--- config.mk ---
export PLATFORM = sky130hd
export DESIGN_NAME = arith_op_sequencer
export DESIGN_NICKNAME = d
export VERILOG_FILES = /design/src/rtl/arith_op_sequencer.sv
export SDC_FILE = /design/constraint.sdc
export NUM_CORES = 1
export LEC_CHECK = 0
export ABC_AREA = 1
export CAP_MARGIN = 25
export CORE_ASPECT_RATIO = 0.9
export CORE_UTILIZATION = 54
export CTS_CLUSTER_DIAMETER = 150
export DETAILED_ROUTE_END_ITERATION = 8
export PLACE_DENSITY = 0.79
export SLEW_MARGIN = 0
export SYNTH_ARGS = -nofsm -noshare
export SYNTH_HDL_FRONTEND = slang
export SYNTH_SLANG_ARGS = --single-unit
--- constraint.sdc ---
create_clock -name clk -period 2.7 [get_ports clk]
set_clock_uncertainty 0.05 [all_clocks]
set_input_delay 0.405 -clock clk [delete_from_list [all_inputs] [get_ports clk]]
set_output_delay 0.405 -clock clk [all_outputs]
set_load 0.005 [all_outputs]
--- src/rtl/arith_op_sequencer.sv ---
// arith_op_sequencer: command FIFO, registered issue stage and result register
// in front of the 3-bit arithmetic datapath. The sequencer also recomputes
// each result to report signed overflow and datapath mismatches.
module arith_op_sequencer #(
    parameter int unsigned DEPTH = 4,
    parameter int unsigned ERRW  = 8
) (
    input  logic            clk,
    input  logic            rst,
    // command side
    input  logic            cmd_valid,
    output logic            cmd_ready,
    input  logic [1:0]      cmd_op,
    input  logic [2:0]      cmd_a,
    input  logic [2:0]      cmd_b,
    // datapath side
    output logic            s0,
    output logic            s1,
    output logic [2:0]      a,
    output logic [2:0]      b,
    input  logic [2:0]      g,
    // result side
    output logic            res_valid,
    input  logic            res_ready,
    output logic [2:0]      res_g,
    output logic [1:0]      res_op,
    output logic            res_ovf,
    output logic            res_err,
    output logic [ERRW-1:0] err_cnt
);

    localparam int unsigned PW = (DEPTH > 1) ? $clog2(DEPTH) : 1;
    localparam int unsigned CW = $clog2(DEPTH + 1);
    localparam logic [CW-1:0] FULL = CW'(DEPTH);

    typedef struct packed {
        logic [1:0] op;
        logic [2:0] a;
        logic [2:0] b;
    } cmd_t;

    // FIFO storage and bookkeeping
    cmd_t            mem_q [DEPTH];
    logic [PW-1:0]   wr_ptr_q, wr_ptr_d;
    logic [PW-1:0]   rd_ptr_q, rd_ptr_d;
    logic [CW-1:0]   count_q, count_d;
    logic            ready_q, ready_d;

    // issue stage (drives the datapath)
    logic            iss_valid_q, iss_valid_d;
    cmd_t            iss_q, iss_d;

    // result register
    logic            res_valid_q, res_valid_d;
    logic [2:0]      res_g_q, res_g_d;
    logic [1:0]      res_op_q, res_op_d;
    logic            res_ovf_q, res_ovf_d;
    logic            res_err_q, res_err_d;
    logic [ERRW-1:0] err_cnt_q, err_cnt_d;

    // handshake and reference-result signals
    cmd_t            cmd_in_c;
    logic            push_c;
    logic            pop_c;
    logic            adv_c;
    logic [3:0]      sa_c;
    logic [3:0]      sb_c;
    logic [3:0]      exp_c;
    logic            ovf_c;
    logic            err_c;

    // Handshake decode: ready is registered, so a full FIFO stays blocked
    // even on an edge that also pops.
    always_comb begin
        cmd_in_c    = '0;
        cmd_in_c.op = cmd_op;
        cmd_in_c.a  = cmd_a;
        cmd_in_c.b  = cmd_b;
        push_c      = cmd_valid & ready_q;
        adv_c       = ~res_valid_q | res_ready;
        pop_c       = adv_c & (count_q != '0);
    end

    // 4-bit signed reference result from the issue-stage operands
    always_comb begin
        sa_c  = {iss_q.a[2], iss_q.a};
        sb_c  = {iss_q.b[2], iss_q.b};
        exp_c = '0;
        case (iss_q.op)
            2'b00:   exp_c = sa_c - 4'd1;
            2'b01:   exp_c = sa_c + sb_c;
            2'b10:   exp_c = sa_c - sb_c;
            default: exp_c = 4'd0 - sb_c;
        endcase
        // outside -4..3 exactly when the top two bits disagree
        ovf_c = exp_c[3] ^ exp_c[2];
        err_c = (exp_c[2:0] != g);
    end

    // FIFO pointer and occupancy next state
    always_comb begin
        wr_ptr_d = wr_ptr_q;
        rd_ptr_d = rd_ptr_q;
        if (push_c) begin
            wr_ptr_d = wr_ptr_q + PW'(1);
        end
        if (pop_c) begin
            rd_ptr_d = rd_ptr_q + PW'(1);
        end
        count_d = count_q + CW'(push_c) - CW'(pop_c);
        ready_d = (count_d != FULL);
    end

    // Issue stage and result register advance together when the result
    // slot is empty or being consumed; otherwise everything holds.
    always_comb begin
        iss_valid_d = iss_valid_q;
        iss_d       = iss_q;
        res_valid_d = res_valid_q;
        res_g_d     = res_g_q;
        res_op_d    = res_op_q;
        res_ovf_d   = res_ovf_q;
        res_err_d   = res_err_q;
        err_cnt_d   = err_cnt_q;
        if (adv_c) begin
            res_valid_d = iss_valid_q;
            if (iss_valid_q) begin
                res_g_d   = g;
                res_op_d  = iss_q.op;
                res_ovf_d = ovf_c;
                res_err_d = err_c;
                if (err_c && (err_cnt_q != '1)) begin
                    err_cnt_d = err_cnt_q + ERRW'(1);
                end
            end
            iss_valid_d = pop_c;
            // datapath fields keep their last values when nothing issues
            if (pop_c) begin
                iss_d = mem_q[rd_ptr_q];
            end
        end
    end

    // FIFO storage write; entries are only read while counted as valid
    always_ff @(posedge clk) begin
        if (push_c) begin
            mem_q[wr_ptr_q] <= cmd_in_c;
        end
    end

    // State registers with synchronous reset
    always_ff @(posedge clk) begin
        if (rst) begin
            wr_ptr_q    <= '0;
            rd_ptr_q    <= '0;
            count_q     <= '0;
            ready_q     <= 1'b1;
            iss_valid_q <= 1'b0;
            iss_q       <= '0;
            res_valid_q <= 1'b0;
            res_g_q     <= '0;
            res_op_q    <= '0;
            res_ovf_q   <= 1'b0;
            res_err_q   <= 1'b0;
            err_cnt_q   <= '0;
        end else begin
            wr_ptr_q    <= wr_ptr_d;
            rd_ptr_q    <= rd_ptr_d;
            count_q     <= count_d;
            ready_q     <= ready_d;
            iss_valid_q <= iss_valid_d;
            iss_q       <= iss_d;
            res_valid_q <= res_valid_d;
            res_g_q     <= res_g_d;
            res_op_q    <= res_op_d;
            res_ovf_q   <= res_ovf_d;
            res_err_q   <= res_err_d;
            err_cnt_q   <= err_cnt_d;
        end
    end

    // Output mapping straight from registers
    assign cmd_ready = ready_q;
    assign s0        = iss_q.op[0];
    assign s1        = iss_q.op[1];
    assign a         = iss_q.a;
    assign b         = iss_q.b;
    assign res_valid = res_valid_q;
    assign res_g     = res_g_q;
    assign res_op    = res_op_q;
    assign res_ovf   = res_ovf_q;
    assign res_err   = res_err_q;
    assign err_cnt   = err_cnt_q;

endmodule

* Yosys cells after proc, flatten, opt, wreduce, memory -nomap -nowiden
Memories as Yosys holds them, arrays and structs flattened. A register that Yosys moved wholly into a read port is not among the register bits.
Index checks and enable logic that the tools add are counted.
** Word-level totals
- Register bits after elaboration :: 25
- RAM bits :: 32
- Input bits :: 15
- Memories :: 1
** Memory list
- mem_q :: depth 4, bits a word 8, rd ports 1, clocked after Yosys merged registers in 1, wr ports 1, RTL line 43 : cmd_t mem_q [DEPTH];
** Operators by class
- Add/sub/neg operators :: 9
- Eq/ne operators :: 5
- Multiplexer cells :: 3
- Bitwise logic cells :: 5
- Reductions and logical operators :: 6
** Operators by type and width (count)
- one-hot mux 4 bit (3 select lines) :: 1
- adder 8 x 1 -> 8 bit, second input constant :: 1
- inequality test 8 bit, second input constant :: 1
- adder 2 x 1 -> 2 bit, second input constant :: 2
- adder 3 x 3 -> 4 bit :: 1
- AND reduction 2 bit :: 2
- subtractor 1 x 3 -> 4 bit, first input constant :: 1
- subtractor 3 x 2 -> 4 bit, second input constant :: 1
- subtractor 3 x 3 -> 4 bit :: 1
- adder 3 x 1 -> 3 bit :: 1
- inequality test 3 bit :: 1
- inequality test 3 bit, second input constant :: 1
- AND reduction 3 bit :: 1
- nonzero test 3 bit :: 1
- subtractor 3 x 1 -> 3 bit :: 1
- AND 1 bit :: 2
- == test 2 x 1 -> 1 bit, second input constant :: 1
- == test 2 bit, second input constant :: 1
- logical NOT 2 bit :: 1
- 2-to-1 mux 1 bit :: 2
- logical AND 1 bit :: 1
- NOT 1 bit :: 1
- bitwise OR 1 bit :: 1
- bitwise XOR 1 bit :: 1

* Logic depth before layout (Yosys ltp)
- Depth in word-level cells :: 5
- Depth in mapped cells :: 18
- Depth with buffers taken out :: 18

* Worst setup path before layout
No wires, ideal clock.
- Path type :: reg2reg
- Start point :: reg iss_q (netlist bit s0)
- End point :: reg err_cnt_q[0] (netlist: err_cnt[0])
- Setup time :: 113 ps
- Arrival :: 2342 ps
- Data required time :: 2537 ps
- Setup slack :: 195 ps
- Stages on the path, launching flop included :: 18
- Path buffers :: 0
- Path through :: dfxtp_1 -> inv_1 -> ha_1 -> inv_1 -> nand2_1 -> ha_1 -> inv_1 -> fa_1 -> inv_1 -> o21ai_0 -> nand2_1 -> nand2_1 -> nor2_1 -> nand3_4 -> nand3_4 -> nand2_2 -> nand2_1 -> nor2_1
** Between the ends
- Longest elaborated chain between the ends :: 5
** Ends and longest elaborated chain
- start, declared :: RTL line 51 : cmd_t iss_q, iss_d;
- start signal, assigned :: RTL line 172 : iss_q <= iss_d;
- == test 2 bit, or another cell as far along :: RTL line 89 : case (iss_q.op)
- one-hot mux 4 bit (3 select lines) (*) :: RTL line 89
- inequality test 3 bit (*) :: RTL line 97 : err_c = (exp_c[2:0] != g);
- logical AND 1 bit (*) :: RTL line 132 : if (err_c && (err_cnt_q != '1)) begin
- AND reduction 3 bit (no source line) (*)
- end signal, assigned :: RTL line 178 : err_cnt_q <= err_cnt_d;
- end, declared :: RTL line 59 : logic [ERRW-1:0] err_cnt_q, err_cnt_d;
Every way passes the cells marked *; elsewhere a longest branch is shown, timed or not.
A chain may end at the register's enable or synchronous reset.

* Worst setup path in the final report
Same ends and word-level chain as after synthesis.

==> run_results.csv <==
group,metric,value,unit
outcome,status,"finished, final reports clean",
floorplan,die_area,5840,µm²
timing,rsz0062_at_grt,"no",
synth,count_of_cell_types_in_the_netlist,31,
final_layout,filler_cell_count,389,
timing,number_of_max_slew_violations_in_the_final_report,0,
final_layout,finalNetCount,409,
timing,finalHoldWorstSlack,422,ps
worst_setup_path,cp_data_required_time,2940,ps
synth,mappedNetlistArea,2990,µm²
global_routing,antenna_found_initial,0,
worst_setup_path,critical_path_peak_fanout,5,
timing,setup_viol_count_final,0,
final_layout,syn_to_final_growth,25.7,%
worst_setup_path,worst-endpoint-arrival,2790,ps
routing,via_count,2367,
worst_setup_path,cp_common_cell,"sky130_fd_sc_hd__nand2_1",
synth,muxShareOfSynthArea,0,%
global_routing,grt_start_max_net_pins,22,
floorplan,die_x,80.5,µm
final_layout,layout_commonest_cell,"sky130_fd_sc_hd__nor2_1",
power_and_ir_drop,peak_supply_drop,0.798,mV
worst_setup_path,cp_cell_sequence,"inv_1 > ha_1 > inv_2 > nand2_1 > ha_1 > inv_1 > fa_1 > xnor2_1 > nand2_1 > o21ai_2 > nand2_1 > nand3_4 > nand3_2 > nand2_2 > nand2_1 > nor2_1",
routing,via_per_inst,5.27,
synth,synthXorXnorAreaFrac,3.22,%
place,hpwl,4130,µm
worst_setup_path,critical-path-slowest-cell,"sky130_fd_sc_hd__fa_1",
timing,fin_crit,2560,ps
clock_tree,worst_skew_pair.late_latency,340,ps
synth,yosys.area_share.adder,7.61,%
routing,wl_per_cell,13.6,µm
timing,maxSlewHeadroom,63.3,%
floorplan,core.rowCount,25,
global_routing,grt_overflow,0,
place,routabilityCongestion,0.925,
power_and_ir_drop,power.density_cell_area,1160,nW/µm²
worst_setup_path,cp-start-kind,"flip-flop",
synth,synth.avg_cell_area,9.35,µm²
floorplan,initial_utilization,56.6,%
clock_tree,clk_pin_slew,80,ps
power_and_ir_drop,power.leakage,1.49,nW
synth,combinational_family_with_the_most_area_after_synthesis,"simple AND/OR/NAND/NOR gates",
final_layout,inserted_diodes,0,
place,placedCellCount,430,
routing,firstDrtPassIters,4,
floorplan,floorplan.core_area,5290,µm²
synth,syn-num-nets,352,
floorplan,die_height,72.6,µm
worst_setup_path,path_delay_family,"adder cells",
hold_path,hp-class,"flip-flop to flip-flop",
place,portBuffers,39,
clock_tree,cts_max_path_buffers,2,
clock_tree,clk_root_buffer_cell,"sky130_fd_sc_hd__clkbuf_8",
synth,synth_simple_gate_area_share,16.7,%
routing,postRouteAntennaNets,0,
timing,max_freq,391,MHz
floorplan,pin_count,40,
final_layout,share_of_cells_above_drive_strength_1,11.0,%
routing,wl_final,6110,µm
global_routing,grt_pass1_wl,9490,µm
final_layout,stdcell_count,449,
worst_setup_path,setup.worst_path.class,"flip-flop to flip-flop",
worst_setup_path,cp_slowest_stage_delay,390,ps
job,cap_violations,0,
final_layout,stdcell_area,3760,µm²
synth,synth-warning-count,0,
clock_tree,ctsHtreeMaxLevel,3,
clock_tree,tritoncts,"yes",
timing,setup_tns,0,ps
synth,ys_seq_elements,65,
timing,timing_worst_slew_pin_value,550,ps
synth,compound_cell_area_share_of_the_yosys_netlist,12.5,%
clock_tree,numCtsBuffers,9,
final_layout,layout.cells.most_common_list,"sky130_fd_sc_hd__nor2_1, sky130_fd_sc_hd__nand2_1, sky130_fd_sc_hd__clkdlybuf4s50_1",
place,postPlaceCellArea,3520,µm²
global_routing,grt_pass1_vias,2136,
routing,drt_drc_violations_left,0,
timing,min_period_over_period,94.6,%
worst_setup_path,critical_path_buf_inv_count,3,
routing,detailedRoute.firstIterationViolations,75,
clock_tree,cts.sinks,65,
synth,seq_area_frac_synth,54.2,%
worst_setup_path,endpoint_kind,"flip-flop",
synth,syn-instance-count,320,
global_routing,gr-usage-all-layers,22.1,%
timing,timing_hold_violations_final,0,
metrics by stage:
stage	setup WS (ps)	total power, mW	utilization (%)
floorplan	195	2.69	-
CTS	25.2	4.20	70.4
global placement	133	3.29	66.6
detailed placement	54.8	3.36	66.6
global route	17.3	4.70	71.1
finish	145	4.37	71.1
registers in the layout, indices dropped and copies added (netlist names):
| signal | flops |
|---|---|
| iss_valid_q | 1 |
| b | 3 |
| res_ovf | 1 |
| count_q | 3 |
| res_op | 2 |
| res_valid | 1 |
| s1 | 1 |
| err_cnt | 8 |
| a | 3 |
| res_err | 1 |
| s0 | 1 |
| rd_ptr_q | 2 |
| wr_ptr_q | 2 |
| mem_q | 32 |
| cmd_ready | 1 |
| res_g | 3 |
where the power goes:
| group | internal [mW] | switching, mW |
|---|---|---|
| Clock | 0.435 | 0.397 |
| Sequential | 1.26 | 0.146 |
| Combinational | 0.909 | 1.22 |
worst min-delay path, stage by stage (launching register included):
cell and delay [ps]:
sky130_fd_sc_hd__dfxtp_1 320, sky130_fd_sc_hd__nand2_1 60, sky130_fd_sc_hd__a21oi_1 50
final cells by class:
type	instances	area (µm²)	share of cell area, %
Sequential cell	65	1620	43.2
Multi-Input combinational cell	214	1220	32.5
Timing Repair Buffer	54	503	13.4
Clock buffer	9	124	3.29
Inverter	33	124	3.29
Tap cell	67	83.8	2.23
Clock inverter	7	78.8	2.10
worst paths after layout:
| check | start | end | slack (ps) | depth (start not counted) |
|---|---|---|---|---|
| setup / recovery | s0$_SDFFE_PP0P_ | err_cnt[0]$_SDFFE_PP0P_ | 140 | 16 |
| hold / removal | res_err$_SDFFE_PP0P_ | res_err$_SDFFE_PP0P_ | 420 | 2 |
| setup reg to reg | s0$_SDFFE_PP0P_ | err_cnt[0]$_SDFFE_PP0P_ | 140 | 16 |
| hold reg to reg | res_err$_SDFFE_PP0P_ | res_err$_SDFFE_PP0P_ | 420 | 2 |
per-layer routing:
metal	share of wire, %	GRT usage, %
met1	43	27.0
met2	49	36.8
met3	6.2	7.12
met4	1.4	8.13
met5	0	0
cell families after synthesis:
group,Yosys count
XOR/XNOR,11
AO/OA/AOI/OAI,70
adder cells (fa/ha/maj),17
AND/OR/NAND/NOR,114
flip-flops,65
buffers and inverters,43
repair_timing:
action	CTS	global route
setup endpoints to repair	0	9
setup buffers	0	1
gates resized for setup	0	7
hold buffers	0	0
Yosys cell counts:
| cell | n | area share, % |
|---|---|---|
| sky130_fd_sc_hd__nand4_1 | 8 | 1.7 |
| sky130_fd_sc_hd__clkbuf_1 | 4 | 0.50 |
| sky130_fd_sc_hd__inv_2 | 1 | 0.13 |
| sky130_fd_sc_hd__fa_1 | 2 | 1.3 |
| sky130_fd_sc_hd__nand2_1 | 42 | 5.3 |
| sky130_fd_sc_hd__buf_1 | 1 | 0.13 |
| sky130_fd_sc_hd__o211ai_1 | 1 | 0.25 |
| sky130_fd_sc_hd__dfxtp_1 | 33 | 22 |
| sky130_fd_sc_hd__xnor2_1 | 4 | 1.2 |
| sky130_fd_sc_hd__edfxtp_1 | 32 | 32 |
| sky130_fd_sc_hd__nand3_4 | 2 | 1.2 |
| sky130_fd_sc_hd__nand3_1 | 8 | 1.3 |
| sky130_fd_sc_hd__a22o_1 | 1 | 0.29 |
| sky130_fd_sc_hd__nand3b_1 | 1 | 0.25 |
| sky130_fd_sc_hd__ha_1 | 15 | 6.3 |
| sky130_fd_sc_hd__inv_1 | 31 | 3.9 |
| sky130_fd_sc_hd__a21oi_1 | 21 | 3.5 |
| sky130_fd_sc_hd__nor3_1 | 1 | 0.17 |
| sky130_fd_sc_hd__xor2_1 | 7 | 2.0 |
| sky130_fd_sc_hd__clkinv_1 | 1 | 0.13 |
| sky130_fd_sc_hd__buf_6 | 1 | 0.38 |
| sky130_fd_sc_hd__o31ai_1 | 1 | 0.25 |
| sky130_fd_sc_hd__clkbuf_2 | 1 | 0.17 |
| sky130_fd_sc_hd__o21ai_1 | 1 | 0.17 |
| sky130_fd_sc_hd__nand2_2 | 1 | 0.21 |
| sky130_fd_sc_hd__a31oi_1 | 8 | 1.7 |
| sky130_fd_sc_hd__nand3_2 | 1 | 0.33 |
| sky130_fd_sc_hd__buf_2 | 3 | 0.50 |
| sky130_fd_sc_hd__o21ai_0 | 36 | 6.0 |
| sky130_fd_sc_hd__o21ai_2 | 1 | 0.29 |
| sky130_fd_sc_hd__nor2_1 | 50 | 6.3 |
No activity file was read; power rests on OpenSTA's default activity.
